### src/rtl/uart_pkg.sv
// Shared UART definitions: FSM states, parity-mode encodings and the baud
// divisor helper. The transmitter and the future receiver both use this package.
package uart_pkg;

   // Frame state machine states
   typedef enum logic [2:0] {
      IDLE   = 3'd0,
      START  = 3'd1,
      DATA   = 3'd2,
      PARITY = 3'd3,
      STOP   = 3'd4
   } uart_state_e;

   // Encodings of parity_mode; 2'b11 is treated as none
   localparam logic [1:0] PAR_NONE = 2'b00;
   localparam logic [1:0] PAR_EVEN = 2'b01;
   localparam logic [1:0] PAR_ODD  = 2'b10;

   // Clocks per bit, truncated toward zero
   function automatic int calc_baud_div(input int clock_freq, input int baudrate);
      return clock_freq / baudrate;
   endfunction

endpackage

### src/rtl/uart_baud_tick.sv
// Bit-time generator: free-running 0..BAUD_DIV-1 counter with a synchronous
// restart. tick is high in the last clock of every bit period, so a consumer
// that advances on tick changes its output exactly at the bit boundary.
module uart_baud_tick #(
   parameter int BAUD_DIV = 4
) (
   input  logic clock,
   input  logic n_reset,
   input  logic restart,
   output logic tick
);

   localparam int CW = (BAUD_DIV > 1) ? $clog2(BAUD_DIV) : 1;

   logic [CW-1:0] cnt;

   assign tick = (cnt == CW'(BAUD_DIV - 1));

   // Bit-period counter; restart realigns the period to a fresh accept
   always_ff @(posedge clock or negedge n_reset) begin
      if (!n_reset)
         cnt <= '0;
      else if (restart || tick)
         cnt <= '0;
      else
         cnt <= cnt + CW'(1);
   end

endmodule

### src/rtl/uart_tx_frame.sv
// UART transmitter: one character per valid/ready handshake, LSB first,
// start bit, DATA_BITS data bits, optional parity, STOP_BITS stop bits.
// Compile-time option: define UART_TX_PARITY_EN to build in the parity bit
// and honour parity_mode; otherwise parity_mode is ignored.
// tx and tx_busy are registered; tx_ready/tx_done are decoded from registered
// state and the baud counter only, so there is no path from tx_valid to them.
module uart_tx_frame
   import uart_pkg::*;
#(
   parameter int CLOCK_FREQ = 27000000,
   parameter int BAUDRATE   = 115200,
   parameter int BAUD_DIV   = calc_baud_div(CLOCK_FREQ, BAUDRATE),
   parameter int DATA_BITS  = 8,
   parameter int STOP_BITS  = 1
) (
   input  logic                 clock,
   input  logic                 n_reset,
   input  logic                 tx_valid,
   output logic                 tx_ready,
   input  logic [DATA_BITS-1:0] tx_data,
   input  logic [1:0]           parity_mode,
   output logic                 tx,
   output logic                 tx_busy,
   output logic                 tx_done
);

   if (BAUD_DIV < 2) begin : g_bad_baud_div
      $error("uart_tx_frame: BAUD_DIV must be >= 2");
   end
   if (DATA_BITS < 5 || DATA_BITS > 9) begin : g_bad_data_bits
      $error("uart_tx_frame: DATA_BITS must be 5..9");
   end
   if (STOP_BITS < 1 || STOP_BITS > 2) begin : g_bad_stop_bits
      $error("uart_tx_frame: STOP_BITS must be 1 or 2");
   end

   localparam int BCW = $clog2(DATA_BITS + 1);

   uart_state_e          state;
   logic [DATA_BITS-1:0] shreg;
   logic [BCW-1:0]       bit_cnt;
   logic                 stop_cnt;
   logic                 tick;
   logic                 last_stop;
   logic                 accept;

`ifdef UART_TX_PARITY_EN
   logic par_en;
   logic par_bit;
`else
   logic unused_parity_mode;
   assign unused_parity_mode = ^parity_mode;
`endif

   assign last_stop = (state == STOP) && (stop_cnt == 1'(STOP_BITS - 1)) && tick;
   assign tx_ready  = (state == IDLE) || last_stop;
   assign tx_done   = last_stop;
   assign accept    = tx_valid && tx_ready;

   uart_baud_tick #(
      .BAUD_DIV (BAUD_DIV)
   ) u_baud (
      .clock   (clock),
      .n_reset (n_reset),
      .restart (accept),
      .tick    (tick)
   );

   // Frame FSM: advances on baud ticks; an accept (IDLE or final stop clock)
   // overrides the case result and launches the next start bit
   always_ff @(posedge clock or negedge n_reset) begin
      if (!n_reset) begin
         state    <= IDLE;
         tx       <= 1'b1;
         tx_busy  <= 1'b0;
         shreg    <= '0;
         bit_cnt  <= '0;
         stop_cnt <= 1'b0;
`ifdef UART_TX_PARITY_EN
         par_en   <= 1'b0;
         par_bit  <= 1'b0;
`endif
      end else begin
         case (state)
            IDLE: begin
               tx      <= 1'b1;
               tx_busy <= 1'b0;
            end
            START: if (tick) begin
               state   <= DATA;
               tx      <= shreg[0];
               bit_cnt <= '0;
            end
            DATA: if (tick) begin
               if (bit_cnt == BCW'(DATA_BITS - 1)) begin
`ifdef UART_TX_PARITY_EN
                  if (par_en) begin
                     state <= PARITY;
                     tx    <= par_bit;
                  end else begin
                     state    <= STOP;
                     tx       <= 1'b1;
                     stop_cnt <= 1'b0;
                  end
`else
                  state    <= STOP;
                  tx       <= 1'b1;
                  stop_cnt <= 1'b0;
`endif
               end else begin
                  bit_cnt <= bit_cnt + BCW'(1);
                  shreg   <= shreg >> 1;
                  tx      <= shreg[1];
               end
            end
`ifdef UART_TX_PARITY_EN
            PARITY: if (tick) begin
               state    <= STOP;
               tx       <= 1'b1;
               stop_cnt <= 1'b0;
            end
`endif
            STOP: if (tick) begin
               if (last_stop) begin
                  state   <= IDLE;
                  tx      <= 1'b1;
                  tx_busy <= 1'b0;
               end else begin
                  stop_cnt <= stop_cnt + 1'b1;
               end
            end
            default: begin
               state   <= IDLE;
               tx      <= 1'b1;
               tx_busy <= 1'b0;
            end
         endcase

         if (accept) begin
            state   <= START;
            tx      <= 1'b0;
            tx_busy <= 1'b1;
            shreg   <= tx_data;
`ifdef UART_TX_PARITY_EN
            par_en  <= (parity_mode == PAR_EVEN) || (parity_mode == PAR_ODD);
            par_bit <= (^tx_data) ^ (parity_mode == PAR_ODD);
`endif
         end
      end
   end

endmodule

### config.mk
export PLATFORM = sky130hd
export DESIGN_NAME = uart_tx_frame
export DESIGN_NICKNAME = d
export VERILOG_FILES = /design/src/rtl/uart_pkg.sv /design/src/rtl/uart_baud_tick.sv /design/src/rtl/uart_tx_frame.sv
export SDC_FILE = /design/constraint.sdc
export NUM_CORES = 1
export LEC_CHECK = 0
export ABC_AREA = 1
export BUFFER_PORTS_ARGS = -buffer_cell sky130_fd_sc_hd__buf_4
export CAP_MARGIN = 30
export CELL_PAD_IN_SITES_DETAIL_PLACEMENT = 0
export CELL_PAD_IN_SITES_GLOBAL_PLACEMENT = 1
export CORE_MARGIN = 2
export CORE_UTILIZATION = 40
export CTS_CLUSTER_DIAMETER = 60
export CTS_CLUSTER_SIZE = 30
export DETAILED_ROUTE_END_ITERATION = 7
export GPL_ROUTABILITY_DRIVEN = 0
export PLACE_DENSITY_LB_ADDON = 0.1
export SYNTH_ARGS = -nofsm -noshare
export SYNTH_HDL_FRONTEND = slang
export SYNTH_SLANG_ARGS = --single-unit
export TNS_END_PERCENT = 50
### constraint.sdc
create_clock -name clock -period 4.4 [get_ports clock]
set_input_delay 0.66 -clock clock [delete_from_list [all_inputs] [get_ports clock]]
set_output_delay 0.66 -clock clock [all_outputs]
set_load 0.03 [all_outputs]
# == After elaboration in Yosys (flattened, before gate mapping) ==
# Index checks and enable logic that the tools add are counted.
# classes
add_sub_neg,3
eq_ne,19
n_mux,32
bitwise,1
reduce_logical,17
# ops
cell,n
8-bit 2-to-1 mux,5
3-bit 2-to-1 mux,6
3-bit by 2-bit inequality test with 1-bit output (second input constant),5
1-bit 2-to-1 mux,13
4-bit 2-to-1 mux,3
2-bit inequality test (second input constant),6
3-bit one-hot mux with 4 select lines,1
8-bit by 1-bit adder with 8-bit output (second input constant),1
8-bit equality test (second input constant),1
4-bit one-hot mux with 2 select lines,1
4-bit AND reduction,2
2-bit nonzero test,4
2-bit by 1-bit inequality test with 1-bit output (second input constant),3
3-bit AND reduction,2
6-bit AND reduction,1
5-bit AND reduction,1
4-bit by 1-bit adder with 4-bit output (second input constant),1
4-bit by 3-bit equality test with 1-bit output (second input constant),1
1-bit one-hot mux with 2 select lines,2
3-bit by 1-bit equality test with 1-bit output (second input constant),1
3-bit by 2-bit equality test with 1-bit output (second input constant),1
3-bit equality test (second input constant),1
1-bit logical AND,3
3-bit logical NOT,1
other kinds (5),6
# totals
register_bits,26
in_bits,13
output_inout_bits,4
word_cells,79

# == Longest topological paths before layout ==
# Gate-level depths: netlist (run 1).
# depth
ltp_word,7
depth_mapped,11
ltp_nobuf,11

# == Modules after synthesis ==
# From an unflattened synthesis (run 1), not the netlist that was laid out.
# hier_totals
cells_unflattened,199
hier_area_um2,1486.4
# by_module_without_submodules
mod,instances,cells_per_inst,area_per_inst_um2,seq_area_each_um2
uart_tx_frame,1,143,1054.8,451.7
uart_baud_tick,1,56,431.7,200.2

# == Least setup slack after synthesis (run 1) ==
# Ideal clock, no wire load.
# synth_timing
path_kind,flip-flop to output port
from,register u_baud.cnt[1]
to,output port tx_done
t_arrival_ns,1.140
required_time_ns,3.740
path_slack_ns,2.600
stages_incl_launch_ff,7
n_path_buf,0
cell_sequence,dfrtp_1 > inv_1 > ha_1 > nand3_1 > nor2_4 > nand2_4 > inv_1
# synth_via
elab_chain_len,2
# synth_lines
element,line_no,rtl
from (decl),uart_baud_tick.sv:15,logic [CW-1:0] cnt;
from (signal assigned),uart_baud_tick.sv:26,cnt <= cnt + CW'(1);
8-bit equality test,uart_baud_tick.sv:17,assign tick = (cnt == CW'(BAUD_DIV - 1));
1-bit logical AND,uart_tx_frame.sv:55,assign last_stop = (state == STOP) && (stop_cnt == 1'(STOP_BITS - 1)) && tick;
to (decl),uart_tx_frame.sv:24,output logic tx_done
# No other way between the ends.

# == Final worst setup path (run 1) ==
# layout_timing
from,register u_baud.cnt[1]
to,output port tx_ready
# layout_via
elab_chain_len,3
# layout_lines
element,line_no,rtl
8-bit equality test,uart_baud_tick.sv:17,
1-bit logical AND,uart_tx_frame.sv:55,
1-bit logical OR,uart_tx_frame.sv:56,assign tx_ready = (state == IDLE) || last_stop;
to (decl),uart_tx_frame.sv:19,"output logic tx_ready,"
# No other way between the ends.

==> run summary, run 1 <==
status: finished clean
gr usage total: 14.7%
setup violators final: 0
launch point of the worst reg-to-reg path: u_baud.cnt[1]$_DFF_PN0_
flop-to-flop setup slack: 2.72 ns
Hold WC Path Type: in -> async
Synth-to-Final Area Change: 14.5%
crit-path max FO: 4
Startpoint Class: flop
share of post-route cells with drive strength above 1: 18.7%
Nets: 215
most common cell in the netlist: nand2_1
Max-slew headroom: 77.0%
GRT overflow: 0
dpl ws: 2.47 ns
drt first pass iters: 4
syn_nets: 197
diodes inserted: 0
clk_skew: 0.0172 ns
required time of the critical path: 3.74 ns
PD cells: 589 nW/um^2
top cells by count, synth: 48 x nand2_1, 30 x nor2_1, 25 x dfrtp_1
TNS Setup: 0 ns
r2r worst-path depth: 11
Most common cell on crit path: nand2_4
reg2reg end: shreg[5]$_DFFE_PN0P_
I/O Pins: 17
largest net degree at the start of global routing: 27
Synth Register Bits: 26
# rows: 21
Max Slew Vio Count: 0
Yosys top cell area share: 44.5%
Peak VDD IR: 0.000230 V
core region area: 3360 sq um
die width: 63.3 um
Resize count post-CTS: 0
initial antenna violation count: 0
Initial Utilization: 41.8%
CP endpoint kind: output port
post-DP HPWL: 1.99 mm
number of synthesized flops with an enable pin: 0
TritonCTS Sinks: 26
number of global-route vias before repair: 1076
post-route ant nets: 0
Overall Power: 947 uW
Yosys warning count: 0
CTS Buffer Depth: 2
die area: 4000 sq um
post-synthesis async set-or-reset flop share: 100%
Post-synth top flop: dfrtp_1
RSZ-0062 raised after global routing: no
CP peak stage delay: 0.43 ns
first-pass GRT wire length: 4.66 mm
via count: 1144
fmax: 0.432 GHz
synthesized instance count: 181
crit share post-route: 52.6%
Via-to-Cell Ratio: 4.69
Post CTS Setup Buffer Count: 0
synthesized area: 1410 sq um
post-synthesis cell type count: 26
CTS H-tree lvls: 1
crit-path cells: inv_1, ha_1, nand3_1, nor2_4, nand2_4, nand2_4, buf_4
clk_lat worst skew: 0.33 ns
PnR worst setup slack: 2.08 ns
Setup CP Type: reg -> out
Slew @ Worst Pin: 0.345 ns
Hold-fix buffers, CTS: 0
Yosys top cell by area: dfrtp_1
CP max stage cell: dfrtp_1
# Max-Cap Violations: 0
final WL: 2.62 mm
DRC viols: 0
die height: 63.3 um
Num CTS Buffers: 3
clk root buf: clkbuf_4
Port Buffers: 14
top area cells in the synthesized netlist: dfrtp_1 45%, nand2_1 13%, nor2_1 8.0%
Data arrival, critical path: 1.66 ns
Hold Violations, Final: 0
routed len/inst: 10.8 um
synthesized area per cell: 7.76 sq um
LEAKAGE: 0.000874 uW
sequential-to-total area share from yosys stat: 46.4%
Clk pin slew, worst setup/hold paths: 0.16 ns
DRT iter0 DRCs: 50
Critical Path Start: u_baud.cnt[1]$_DFF_PN0_
fin crit period: 2.32 ns
CTS tree: done
-- state kept, by name, summed over array words and instances, names as in the netlist --
signal,flops
u_baud.cnt,8
stop_cnt,1
bit_cnt,4
tx,1
shreg,8
tx_busy,1
state,3
-- how the worst max path moves through the flow --
| stage | end | slack, ns | cells past startpoint |
|---|---|---|---|
| final | tx_ready | 2.08 | 7 |
| after floorplan | tx_done | 2.60 | 6 |
| after detailed placement | tx_ready | 2.47 | 7 |
| after global routing | tx_ready | 1.98 | 7 |
| after CTS | tx_ready | 2.07 | 7 |
| after global placement | tx_ready | 2.49 | 7 |
-- layer usage --
metal	vias up	GRT usage, %	wire (um)
li1	599	-	-
met1	526	17.7	1130
met2	17	26.2	1390
met3	2	2.86	77
met4	0	4.89	22
met5	-	0	0
-- layout by cell type (no fill, tap or decap) --
master     count
nand3_1       17
o211ai_1       1
xnor2_1        1
inv_2          4
nand4_1        1
nor3_1         1
dfstp_2        1
nor2_2         1
o21ai_0        6
o22ai_1        1
or2_2          1
ha_1           3
nand2_2        4
nor2_4         2
dfrtp_1       25
buf_4         14
a22o_1         1
clkbuf_4       3
inv_1         19
nand2_4        3
clkinv_1       1
xor2_1         3
a21oi_2        1
nand2_1       48
bufinv_16      1
a21oi_1        3
nor2_1        30
nand3_2        2
-- critical path: cells and delay by family (launching register included) --
family                     cells  cell delay [ns]
and+or+nand+nor                4             0.51
DFF                            1             0.43
buffers and inverters          2             0.23
adders and majority gates      1             0.16
-- area by class of cell --
class | count | area, sq um
Inverter | 24 | 90.1
Clock inverter | 1 | 30.0
Tap cell | 46 | 57.6
Timing Repair Buffer | 14 | 105
Clock buffer | 3 | 22.5
Sequential cell | 26 | 652
Multi-Input combinational cell | 130 | 652
Fill cell | 370 | 1750
-- metrics by stage --
step / utilization, % / instances / area, sq um / hold WS, ns
2_1_floorplan: - / 181 / 1410 / 0.364
3_3_place_gp: 46.3 / 240 / 1560 / 0.457
3_5_place_dp: 46.3 / 240 / 1560 / 0.456
4_1_cts: 47.8 / 244 / 1610 / 0.207
5_1_grt: 47.8 / 244 / 1610 / 0.216
6_report: 47.8 / 244 / 1610 / 0.205
-- kinds of logic after synthesis --
kind of cell,Yosys count,share of synthesized area (%)
adder cells (fa/ha/maj),3,2.67
flip-flops,26,46.4
AND/OR/NAND/NOR,110,35.8
buffers and inverters,25,7.21
AO/OA/AOI/OAI,13,5.43
XOR/XNOR,4,2.49
-- power by group --
part / internal (uW) / total, uW / switching (uW)
clock network: 92.1 / 166 / 73.8
logic: 144 / 408 / 263
registers: 322 / 374 / 51.6
Power figures use the tool's default switching activity.
==> run 2: changes to the inputs <==
==> constraint.sdc (replaced) <==
create_clock -name clock -period 2.35 [get_ports clock]
set_input_delay 0.3525 -clock clock [delete_from_list [all_inputs] [get_ports clock]]
set_output_delay 0.3525 -clock clock [all_outputs]
set_load 0.03 [all_outputs]
==> run summary, run 2 (synthesized netlist as in run 1, its figures left out) <==
status: finished clean
I/O Pins: 17 (unchanged)
drt first pass iters: 4 (unchanged)
Sequential Power Share: 39.5% (about the same)
Clk pin slew, worst setup/hold paths: 0.16 ns (about the same)
final std cells w/o fill: 245 (+0.41%)
CP endpoint kind: output port
clk_lat worst skew: 0.32 ns (about the same)
CTS tree: done
Nets: 216 (+0.47%)
CTS H-tree lvls: 1 (unchanged)
Slew @ Worst Pin: 0.346 ns (+0.000422 ns)
GRT overflow: 0 (unchanged)
DRT iter0 DRCs: 80 (+60%)
Hold WC Path Type: in -> reg
flop-to-flop setup slack: 0.67 ns (-2.05 ns)
required time of the critical path: 2.00 ns (-1.74 ns)
PD cells: 1100 nW/um^2 (+87%)
setup violators final: 0 (unchanged)
# Max-Cap Violations: 0 (unchanged)
Via-to-Cell Ratio: 4.65 (-0.84%)
crit-path max FO: 4 (unchanged)
die height: 63.3 um (unchanged)
Synth-to-Final Area Change: 15.2%
Combinational Power Share: 43.1% (about the same)
Max Slew Vio Count: 0 (unchanged)
Hold Violations, Final: 0 (unchanged)
PnR worst setup slack: 0.353 ns (-1.73 ns)
Clk pwr share: 17.4% (about the same)
Num CTS Buffers: 3 (unchanged)
TNS Setup: 0 ns (unchanged)
launch point of the worst reg-to-reg path: u_baud.cnt[1]$_DFF_PN0_
DRC viols: 0 (unchanged)
diodes inserted: 0 (unchanged)
die area: 4000 sq um (unchanged)
fmax: 0.501 GHz
Sw Pwr: 736 uW (+89%)
internal power: 1050 uW (+87%)
number of global-route vias before repair: 1133 (+5.3%)
Resize count post-CTS: 0 (unchanged)
LEAKAGE: 0.000878 uW (+0.48%)
fin crit period: 2.00 ns
RSZ-0062 raised after global routing: no
clk root buf: clkbuf_4
core region area: 3360 sq um (unchanged)
share of post-route cells with drive strength above 1: 18.6% (-0.094 points)
TritonCTS Sinks: 26 (unchanged)
Initial Utilization: 41.8% (unchanged)
# rows: 21 (unchanged)
dpl ws: 0.689 ns (-1.78 ns)
Port Buffers: 14 (unchanged)
gr usage total: 15.5% (+0.84 points)
Final Util: 48.1% (+0.30 points)
hold endpoint: shreg[7]$_DFFE_PN0P_
via count: 1139 (-0.44%)
leading cell type in the layout, fill and taps excluded: nand2_1
Net Sw Frac: 41.3% (+0.25 points)
routed len/inst: 11.1 um (+3.5%)
Global Route met2 Usage: 26.2% (unchanged)
largest net degree at the start of global routing: 27 (unchanged)
initial antenna violation count: 0 (unchanged)
Setup CP Type: reg -> out
Peak VDD IR: 0.000470 V (+100%)
die width: 63.3 um (unchanged)
Data arrival, critical path: 1.64 ns (-0.02 ns)
final WL: 2.73 mm (+4.0%)
Startpoint Class: flop
M1 GR Usage: 20.0% (+2.3 points)
reg2reg end: u_baud.cnt[7]$_DFF_PN0_
r2r worst-path depth: 9 (-2)
CTS Buffer Depth: 2 (unchanged)
clk_skew: 0.0151 ns (-0.00212 ns)
post-route ant nets: 0 (unchanged)
grt peak-use layer: met2
Max-slew headroom: 77.0% (about the same)
commonest non-fill, non-tap cells in the layout: 48 x nand2_1, 30 x nor2_1, 25 x dfrtp_1, 19 x inv_1, 17 x nand3_1
met3 Resource Use GR: 2.86% (unchanged)
crit share post-route: 85.0%
post-DP HPWL: 2.02 mm (+1.5%)
first-pass GRT wire length: 4.93 mm (+5.8%)
hold depth: 3
placed cells: 240 (unchanged)
Post CTS Setup Buffer Count: 0 (unchanged)
startpoint of the worst hold path: tx_data[7]
Hold-fix buffers, CTS: 1 (+1)
top flop regs: shreg: 8 flops, u_baud.cnt: 8 flops, bit_cnt: 4 flops
[run 2: area by class of cell]
cell class	count	area [sq um]
Fill cell	356	1740
Sequential cell	26	652
Multi-Input combinational cell	130	652
Timing Repair Buffer	15	115
Inverter	24	90.1
Tap cell	46	57.6
Clock inverter	1	30.0
Clock buffer	3	22.5
[run 2: per-stage QoR]
step | instance area [sq um] | hold WS (ns) | power [uW]
after floorplan | 1410 | 0.0569 | 1300
after global placement | 1560 | 0.286 | 1470
after detailed placement | 1560 | 0.292 | 1490
after CTS | 1620 | 0.203 | 1800
after global routing | 1620 | 0.236 | 1960
final | 1620 | 0.218 | 1780
[run 2: power by group through the flow]
| stage | Clock [uW] | Combinational (uW) | Sequential, uW |
|---|---|---|---|
| 6_report | 310 | 769 | 704 |
| 3_3_place_gp | 0 | 763 | 707 |
| 5_1_grt | 341 | 893 | 721 |
| 3_5_place_dp | 0 | 775 | 714 |
| 2_1_floorplan | 0 | 579 | 723 |
| 4_1_cts | 320 | 779 | 704 |
[run 2: worst max-delay path by stage]
| stage | cells past startpoint | endpoint | from | slack, ns |
|---|---|---|---|---|
| after floorplan | 10 | shreg[6]$_DFFE_PN0P_ | u_baud.cnt[1]$_DFF_PN0_ | 0.84 |
| after global placement | 11 | shreg[5]$_DFFE_PN0P_ | u_baud.cnt[1]$_DFF_PN0_ | 0.71 |
| after detailed placement | 9 | u_baud.cnt[7]$_DFF_PN0_ | u_baud.cnt[1]$_DFF_PN0_ | 0.69 |
| after CTS | 7 | tx_ready | u_baud.cnt[1]$_DFF_PN0_ | 0.33 |
| after global routing | 7 | tx_ready | u_baud.cnt[1]$_DFF_PN0_ | 0.20 |
| final | 7 | tx_ready | u_baud.cnt[1]$_DFF_PN0_ | 0.35 |
[run 2: per-layer routing]
layer | up-vias | part of all wire (%)
met5 | - | 0
met4 | 0 | 1.2
met3 | 4 | 2.5
met2 | 11 | 50
met1 | 526 | 47
li1 | 598 | -
[run 2: worst max-delay path: stages, from the launching register on]
cell,delay [ns]
dfrtp_1,0.43
inv_1,0.06
ha_1,0.16
nand3_1,0.13
nor2_4,0.19
nand2_4,0.09
nand2_4,0.10
buf_4,0.17
